===== src/rtl/tcm_loader.sv =====
// Boot-time loader: packs a little-endian byte stream into 32-bit words
// and writes them to a TCM data port. The core is held in reset until the image has loaded cleanly.
module tcm_loader #(
  parameter logic [31:0] BASE_ADDR       = 32'h0000_0000,
  parameter int unsigned LOAD_BYTES      = 65536,
  parameter int unsigned MAX_OUTSTANDING = 2
) (
  input  logic        clk_i,
  input  logic        rst_i,

  input  logic        byte_valid_i,
  input  logic [7:0]  byte_data_i,
  output logic        byte_ready_o,

  output logic [31:0] mem_d_addr_o,
  output logic [31:0] mem_d_data_wr_o,
  output logic        mem_d_rd_o,
  output logic [3:0]  mem_d_wr_o,
  output logic        mem_d_cacheable_o,
  output logic [10:0] mem_d_req_tag_o,
  output logic        mem_d_invalidate_o,
  output logic        mem_d_writeback_o,
  output logic        mem_d_flush_o,

  input  logic [31:0] mem_d_data_rd_i,
  input  logic        mem_d_accept_i,
  input  logic        mem_d_ack_i,
  input  logic        mem_d_error_i,
  input  logic [10:0] mem_d_resp_tag_i,

  output logic        core_rst_o,
  output logic        done_o,
  output logic        error_o
);

  localparam int unsigned WORDS = LOAD_BYTES / 4;
  localparam int unsigned IDX_W = $clog2(WORDS + 1);
  localparam int unsigned OUT_W = $clog2(MAX_OUTSTANDING + 1);

  localparam logic [1:0] ST_FILL  = 2'd0;
  localparam logic [1:0] ST_WRITE = 2'd1;
  localparam logic [1:0] ST_DRAIN = 2'd2;
  localparam logic [1:0] ST_DONE  = 2'd3;

  logic [1:0]       state_q, state_d;
  logic [31:0]      word_q, word_d;
  logic [1:0]       cnt_q, cnt_d;
  logic [IDX_W-1:0] idx_q, idx_d;
  logic [OUT_W-1:0] outst_q, outst_d;
  logic [10:0]      etag_q, etag_d;
  logic             err_q, err_d;

  logic [31:0] idx_ext;
  logic        in_fill;
  logic        in_write;
  logic        can_issue;
  logic        issue;
  logic        wr_acc;
  logic        ack_ok;
  logic        ack_bad;
  logic        byte_acc;
  logic        last_word;

  // Read data is never consumed by a write-only loader.
  logic unused_rd;
  assign unused_rd = ^mem_d_data_rd_i;

  assign idx_ext   = 32'(idx_q);
  assign in_fill   = (state_q == ST_FILL);
  assign in_write  = (state_q == ST_WRITE);
  assign can_issue = (outst_q < OUT_W'(MAX_OUTSTANDING));
  assign issue     = in_write && can_issue;
  assign wr_acc    = issue && mem_d_accept_i;
  assign ack_ok    = mem_d_ack_i && (outst_q != '0);
  assign byte_acc  = in_fill && byte_valid_i;
  assign last_word = (idx_q == IDX_W'(WORDS - 1));

  assign ack_bad = mem_d_ack_i &&
                   (mem_d_error_i ||
                    (mem_d_resp_tag_i != etag_q) ||
                    (outst_q == '0));

  always_comb begin
    state_d = state_q;
    word_d  = word_q;
    cnt_d   = cnt_q;
    idx_d   = idx_q;
    etag_d  = etag_q;
    err_d   = err_q | ack_bad;
    outst_d = outst_q;

    unique case (1'b1)
      (state_q == ST_FILL): begin
        if (byte_acc) begin
          // Shifting in from the top leaves the first byte in [7:0].
          word_d = {byte_data_i, word_q[31:8]};
          cnt_d  = cnt_q + 2'd1;
          if (cnt_q == 2'd3) begin
            state_d = ST_WRITE;
          end
        end
      end
      (state_q == ST_WRITE): begin
        if (wr_acc) begin
          idx_d   = idx_q + IDX_W'(1);
          state_d = last_word ? ST_DRAIN : ST_FILL;
        end
      end
      (state_q == ST_DRAIN): begin
        if (outst_q == '0) begin
          state_d = ST_DONE;
        end
      end
      (state_q == ST_DONE): begin
        state_d = ST_DONE;
      end
      default: begin
        state_d = ST_FILL;
      end
    endcase

    unique case ({wr_acc, ack_ok})
      2'b10:   outst_d = outst_q + OUT_W'(1);
      2'b01:   outst_d = outst_q - OUT_W'(1);
      default: outst_d = outst_q;
    endcase

    if (ack_ok) begin
      etag_d = etag_q + 11'd1;
    end
  end

  always_ff @(posedge clk_i) begin
    if (rst_i) begin
      state_q <= ST_FILL;
      word_q  <= '0;
      cnt_q   <= '0;
      idx_q   <= '0;
      outst_q <= '0;
      etag_q  <= '0;
      err_q   <= 1'b0;
    end else begin
      state_q <= state_d;
      word_q  <= word_d;
      cnt_q   <= cnt_d;
      idx_q   <= idx_d;
      outst_q <= outst_d;
      etag_q  <= etag_d;
      err_q   <= err_d;
    end
  end

  assign byte_ready_o = in_fill;

  assign mem_d_wr_o      = issue ? 4'hF : 4'h0;
  assign mem_d_addr_o    = in_write ? (BASE_ADDR + (idx_ext << 2)) : 32'h0;
  assign mem_d_data_wr_o = in_write ? word_q : 32'h0;
  assign mem_d_req_tag_o = in_write ? idx_ext[10:0] : 11'h0;

  assign mem_d_rd_o         = 1'b0;
  assign mem_d_cacheable_o  = 1'b1;
  assign mem_d_invalidate_o = 1'b0;
  assign mem_d_writeback_o  = 1'b0;
  assign mem_d_flush_o      = 1'b0;

  assign done_o     = (state_q == ST_DONE);
  assign error_o    = err_q;
  assign core_rst_o = !((state_q == ST_DONE) && !err_q);

endmodule


===== config.mk =====
export PLATFORM = sky130hd
export DESIGN_NAME = tcm_loader
export DESIGN_NICKNAME = d
export VERILOG_FILES = /design/src/rtl/tcm_loader.sv
export SDC_FILE = /design/constraint.sdc
export NUM_CORES = 1
export LEC_CHECK = 0
export ABC_AREA = 0
export BUFFER_PORTS_ARGS = -buffer_cell sky130_fd_sc_hd__clkbuf_2
export CAP_MARGIN = 20
export CORE_UTILIZATION = 35
export CTS_BUF_LIST = sky130_fd_sc_hd__clkbuf_4
export CTS_CLUSTER_SIZE = 8
export DETAILED_ROUTE_END_ITERATION = 8
export PLACE_DENSITY_LB_ADDON = 0.1
export SLEW_MARGIN = 20
export SYNTH_ARGS = -nofsm -noshare
export SYNTH_HDL_FRONTEND = slang
export SYNTH_SLANG_ARGS = --single-unit

===== constraint.sdc =====
create_clock -name clk_i -period 2 [get_ports clk_i]
set_clock_uncertainty 0.15 [all_clocks]
set_input_delay 0.3 -clock clk_i [delete_from_list [all_inputs] [get_ports clk_i]]
set_output_delay 0.3 -clock clk_i [all_outputs]
set_load 0.02 [all_outputs]

==> key figures, run 1 <==
Final layout
  – Most common cell after layout, fill and taps aside: nand2_1
  – Syn-to-layout area delta: 21.3%
  – Final cell count without fillers: 605
  – Nets: 553
  – Most frequent cells in the layout: nand2_1 (76), dfxtp_1 (63), clkbuf_2 (58)
  – Register area: 1300 um2
  – Final instance area: ~4000 um2
  – Layout filler cell count: ~930
  – Share of cells above drive strength 1: 24.3%
  – Area of the multi-input gates: between 1500 and 2000 um2
  – Ant diodes: 0
  – Final core utilization: 44.8%

STA
  – Fin. Hold Viols: 0
  – Final setup viols: 0
  – Final TNS setup: 0 ns
  – Final period utilization: 98.7%
  – Final min period: 1.97 ns
  – F_max: 0.506 GHz
  – RSZ-0062 raised after global routing: true
  – Slew Limit Fails: 0

Global route
  – First-pass GRT wire length: 11500 um
  – Initial antenna violation count: 0
  – Largest net degree at the start of global routing: 35
  – Number of global-route vias before repair: 2412
  – GR Overflow Total: 0
  – Tot GR Track Use: 14.8%

Worst setup path
  – Worst reg2reg setup slack: 0.15 ns
  – Worst Setup SP: state_q[1]
  – Req. time, crit path: 1.55 ns
  – Cell family with most CP delay: simple AND/OR/NAND/NOR gates
  – Max Fanout on Critical Path: 32
  – CP max stage cell: dfxtp_2
  – Register-to-Register Path Depth: 5
  – CP cell instances: and2b_2, buf_12, and2_1, clkbuf_2
  – Critical Path End: mem_d_data_wr_o[20]
  – Crit path arrival time: 1.52 ns
  – CP max stage delay: 0.35 ns
  – Crit end category: output pin
  – CP startpoint kind: flop
  – CP Class: flop to output pin
  – Stages on worst setup path: 4
  – CP bufs+invs: 2
  – Worst r2r src: state_q[1]
  – Worst r2r dst: outst_q[1]

Power
  – Net Sw Power: 0.623 mW
  – Reg power frac: a little over half
  – Comb pwr share: 8.1%
  – Pleak: 1.75 nW
  – Pwr/cell area: 630 nW/um2
  – Peak VDD IR: 0.307 mV
  – Clk network pwr share: around two fifths
  – Tot Pwr: 2.51 mW
  – Sw Ratio: 24.8%
  – Pint: 1.89 mW

Clock tree
  – Clk_lat worst skew: 0.39 ns
  – Post-CTS Setup Inserts: 0
  – Htree depth: 3
  – Reg clk slew, reported paths: roughly 0.12 ns
  – Max clock buf depth: 2
  – Root Buffer: clkbuf_4
  – Clk sinks: 65
  – CTS tree: yes
  – Num CTS Buffers: 9

Synth
  – Synthesized cell area: 3290 um2
  – Main combinational cell family by area after synthesis: simple AND/OR/NAND/NOR gates
  – Synth Area in Compound Gates: 8.19%
  – Syn Inst Count: 410
  – Fraction of registers with async set/reset: 0%
  – Syn Area/Cell: 8.01 um2
  – Mux cell area share after synthesis: 0.305%
  – Share of the synthesized area in the top cell type: between 30% and 40%
  – Ranking of synthesized cells by area: dfxtp_1 (40%), and2_1 (9.9%), nand2_1 (8.7%)
  – Predominant post-synthesis flop cell: dfxtp_1
  – Post-Synth Simple-Gate Area: 29.7%
  – FF+latch count, synth: 65
  – Post-synthesis xor/xnor area fraction: 9.06%
  – Yosys cell types: 35
  – Syn. warnings: 0
  – Cell taking the most area after synthesis: dfxtp_1
  – Post-synthesis sequential area ratio: 39.6%
  – Post-synth EDFFs: 0
  – Synth Area in Adders: under 10%

Detailed routing
  – Initial drt markers: 88
  – Routed WL: 7070 um
  – Routed WL per cell: 11.7 um
  – DRC violations left: 0
  – DRT antenna net count: 0
  – Vias: 2754
  – Vias/cell: 4.55
  – First drt pass iteration count: 4

Worst hold path
  – Hold Path Class: primary input to flop

Die
  – Row cnt: 34
  – Starting Density: 37.0%
  – Die Wd: 98.9 um
  – Core Area: 8890 um2
  – Boundary Pins: 145
  – Die ar.: 9780 um2
  – Die Y: 98.9 um

Placed design
  – Dpl hpwl: 4940 um
  – Placed instance area: ~3700 um2
  – Port bufs: 90
  – Gp weighted congestion: 0.775
  – Dpl cells: 581

Job
  – Number of max-cap violations: 0

Outcome
  – Status: complete, no violations
cell usage after synthesis (2+ instances only):
cell	count
nand2_1	76
dfxtp_1	65
and2_1	52
a21oi_1	39
buf_4	37
nor2_1	27
xor2_1	25
clkbuf_1	14
nand4_1	12
xnor2_1	9
buf_2	5
nand3_1	5
and3_1	4
ha_1	4
inv_1	4
or4_1	4
and4_1	3
o21ai_0	3
or3_1	3
conb_1	2
nor4_1	2
o31ai_1	2
metal layers:
metal / global-route usage, % / vias up / wire [um]
met3: 3.48 / 5 / 298
met5: 0 / - / 0
met4: 6.20 / 0 / 60
met1: 19.4 / 1231 / 3510
met2: 23.3 / 72 / 3200
li1: - / 1446 / -
state kept, by name, indices dropped and copies added (netlist names):
register	flops
state_q	2
etag_q	11
cnt_q	2
error_o	1
word_q	32
idx_q	15
outst_q	2
how the worst min path moves through the flow:
stage                         start         end  slack [ns]  cells past startpoint
after global routing          rst_i  state_q[0]        0.03                      3
final                         rst_i  state_q[0]        0.06                      3
after global placement    word_q[4]   word_q[4]        0.29                      2
after CTS                     rst_i  state_q[0]        0.02                      3
after floorplan           word_q[0]   word_q[0]        0.28                      2
after detailed placement  word_q[1]   word_q[1]        0.29                      2
logic make-up (layout without fill, tap and decap cells):
family,Yosys count,count (layout)
simple gates,194,194
flops,65,65
buf+inv,61,128
compound gates,49,49
xor+xnor,34,34
fa+ha+maj,4,4
other cells,2,22
mux,1,1
power by group through the flow:
stage	combinational [mW]	sequential, mW	clock, mW
after floorplan	0.164	1.36	0
after global placement	0.192	1.37	0
after detailed placement	0.194	1.37	0
after CTS	0.207	1.34	1.00
after global routing	0.226	1.34	1.06
final	0.204	1.34	0.968
area by class of cell:
class	count	area share (%)
multi-input combinational	304	42.4
sequential	65	32.7
timing repair buffer	108	17.3
tap	108	3.39
clock inverter	7	2.13
clock buffer	9	1.69
inverter	4	0.377
tightest hold or removal path, stage by stage:
cell and delay [ns]:
clkbuf_2 0.11, a211o_1 0.12, nor2_1 0.04
timing repair:
action,4_1_cts,5_1_grt
gates resized for setup,9,45
endpoints found under the setup margin,62,58
hold buffers,8,0
hold endpoints to repair,8,0
through the flow:
step | setup WS (ns) | hold WS [ns]
floorplan | 0.107 | 0.282
global placement | 0.199 | 0.290
detailed placement | 0.151 | 0.294
CTS | -0.00874 | 0.0214
global route | -0.0723 | 0.0293
finish | 0.0254 | 0.0576
Power figures use the tool's default switching activity.
==> run 2, diff against run 1 <==
Settings changed: CORE_UTILIZATION 35 to 42.
==> run 2 against run 1 <==
Effect of this change:
- clock power shrank 7.0%
- largest power group unchanged
- sequential share of layout area decreased by 2.0 points
- maximum frequency is 0.13% higher
- worst setup slack improved by 0.0026 ns
- final cell count is 1.7% lower
- total power shrank 2.5%
- critical path depth unchanged
- clock-buffer cell count did not move
- first-iteration DRC count grew 35%
- non-clock buffer count shrank 1
- global-route usage grew 1.9 points
==> key figures, run 2 (synthesis results as in run 1) <==
Placed design
  – Dpl cells: 570
  – Pre-CTS setup slack: 0.149 ns
  – Port bufs: 90
  – Gp weighted congestion: 0.805
  – Dpl hpwl: around 4700 um

Final layout
  – Final core utilization: 57.3%
  – Most common cell after layout, fill and taps aside: nand2_1
  – Most frequent cells in the layout: nand2_1 (76), dfxtp_1 (62), a21oi_1 (39)
  – Ant diodes: 0
  – Final cell count without fillers: 595
  – Share of cells above drive strength 1: 29.8%
  – Nets: 552
  – Syn-to-layout area delta: 29.2%
  – Biggest regs: word_q x32, idx_q x15, etag_q x11
  – Number of flip-flops in the largest register: 32
  – Layout filler cell count: approximately 700
  – Most flop-heavy register: word_q

Global route
  – Number of global-route vias before repair: 2370
  – GR Overflow Total: 0
  – Largest net degree at the start of global routing: 35
  – Tot GR Track Use: 16.7%
  – First-pass GRT wire length: 11100 um
  – Initial antenna violation count: 0

Detailed routing
  – Initial drt markers: around 120
  – Vias/cell: 4.67
  – Routed WL: between 7000 and 8000 um
  – Routed WL per cell: 11.8 um
  – DRC violations left: 0
  – Vias: 2777
  – DRT antenna net count: 0
  – First drt pass iteration count: 4

Clock tree
  – Clk sinks: 65
  – CTS tree: yes
  – Reg clk slew, reported paths: 0.11 ns
  – Post-CTS Setup Inserts: 0
  – Max clock buf depth: 2
  – Htree depth: 3
  – Root Buffer: clkbuf_4
  – Num CTS Buffers: 9
  – Clk_lat worst skew: 0.41 ns

Die
  – Row cnt: 31
  – Die Wd: 90.4 um
  – Die ar.: ~8200 um2
  – Boundary Pins: 145
  – Die Y: around 90 um
  – Core Area: ~7400 um2
  – Starting Density: 44.4%

Worst setup path
  – CP startpoint kind: flop
  – CP max stage cell: dfxtp_2
  – CP cell instances: and2b_4, clkbuf_16, and2_1, buf_4
  – CP Class: flop to output pin
  – Crit path arrival time: 1.52 ns
  – Max Fanout on Critical Path: 16
  – CP max stage delay: 0.35 ns
  – Crit end category: output pin
  – Req. time, crit path: 1.55 ns

STA
  – RSZ-0062 raised after global routing: true
  – Final period utilization: a little under 100%
  – Final min period: 1.97 ns
  – Fin. Hold Viols: 0
  – Slew Limit Fails: 0
  – Final setup viols: 0
  – F_max: between 0.5 and 0.6 GHz
  – Worst setup margin: 0.0281 ns

Job
  – Number of max-cap violations: 0

Power
  – Tot Pwr: 2.45 mW
  – Pleak: roughly 1.8 nW
  – Peak VDD IR: 0.324 mV
  – Pwr/cell area: around 580 nW/um2

Worst hold path
  – Hold Path Class: primary input to flop

Outcome
  – Status: complete, no violations
==> run 2: where the power goes <==
| part | internal (mW) | switching, mW |
|---|---|---|
| Sequential | 1.32 | 0.0196 |
| Combinational | 0.0738 | 0.132 |
| Clock | 0.390 | 0.510 |
| Total | 1.78 | 0.661 |
==> run 2: final timing paths <==
kind	slack [ns]	cells past startpoint	start	end
setup / recovery	0.03	4	state_q[1]	mem_d_data_wr_o[16]
hold / removal	0.04	3	mem_d_ack_i	error_o
setup reg to reg	0.14	5	outst_q[1]	outst_q[1]
hold reg to reg	0.31	2	word_q[0]	word_q[0]
==> run 2: routing by layer <==
layer,routed length (um),track usage (%),vias to the layer above
met2,3450,26.5,94
met4,34,4.44,0
met5,0,0,-
li1,-,-,1443
met1,3210,21.8,1238
met3,342,5.39,2
==> run 2: what timing repair did <==
item	in CTS	in global routing
cloned	0	1
endpoints found under the hold margin	8	0
hold buffers	8	0
pin swaps	0	7
gates resized for setup	3	174
setup endpoints to repair	58	63
==> run 2: critical path: cells and delay by family (launching register included) <==
kind                   cells  cell delay (ns)
AND/OR/NAND/NOR            2             0.45
flip-flops                 1             0.35
buffers and inverters      2             0.33
==> run 2: cell type report <==
cell class	instances	area (um2)	share of cell area, %
Clock buffer	9	67.6	1.59
Clock inverter	7	78.8	1.86
Inverter	4	15.0	0.354
Multi-Input combinational cell	304	1760	41.3
Sequential cell	65	1310	30.7
Tap cell	99	124	2.92
Timing Repair Buffer	107	900	21.2
==> run 2: through the flow <==
stage	TNS (ns)	hold WS, ns	area (um2)
after detailed placement	0	0.294	3660
after CTS	0	0.0157	3890
final	0	0.0432	4250
after global routing	-1.85	0.0145	4250
after floorplan	0	0.282	3360
after global placement	0	0.290	3660
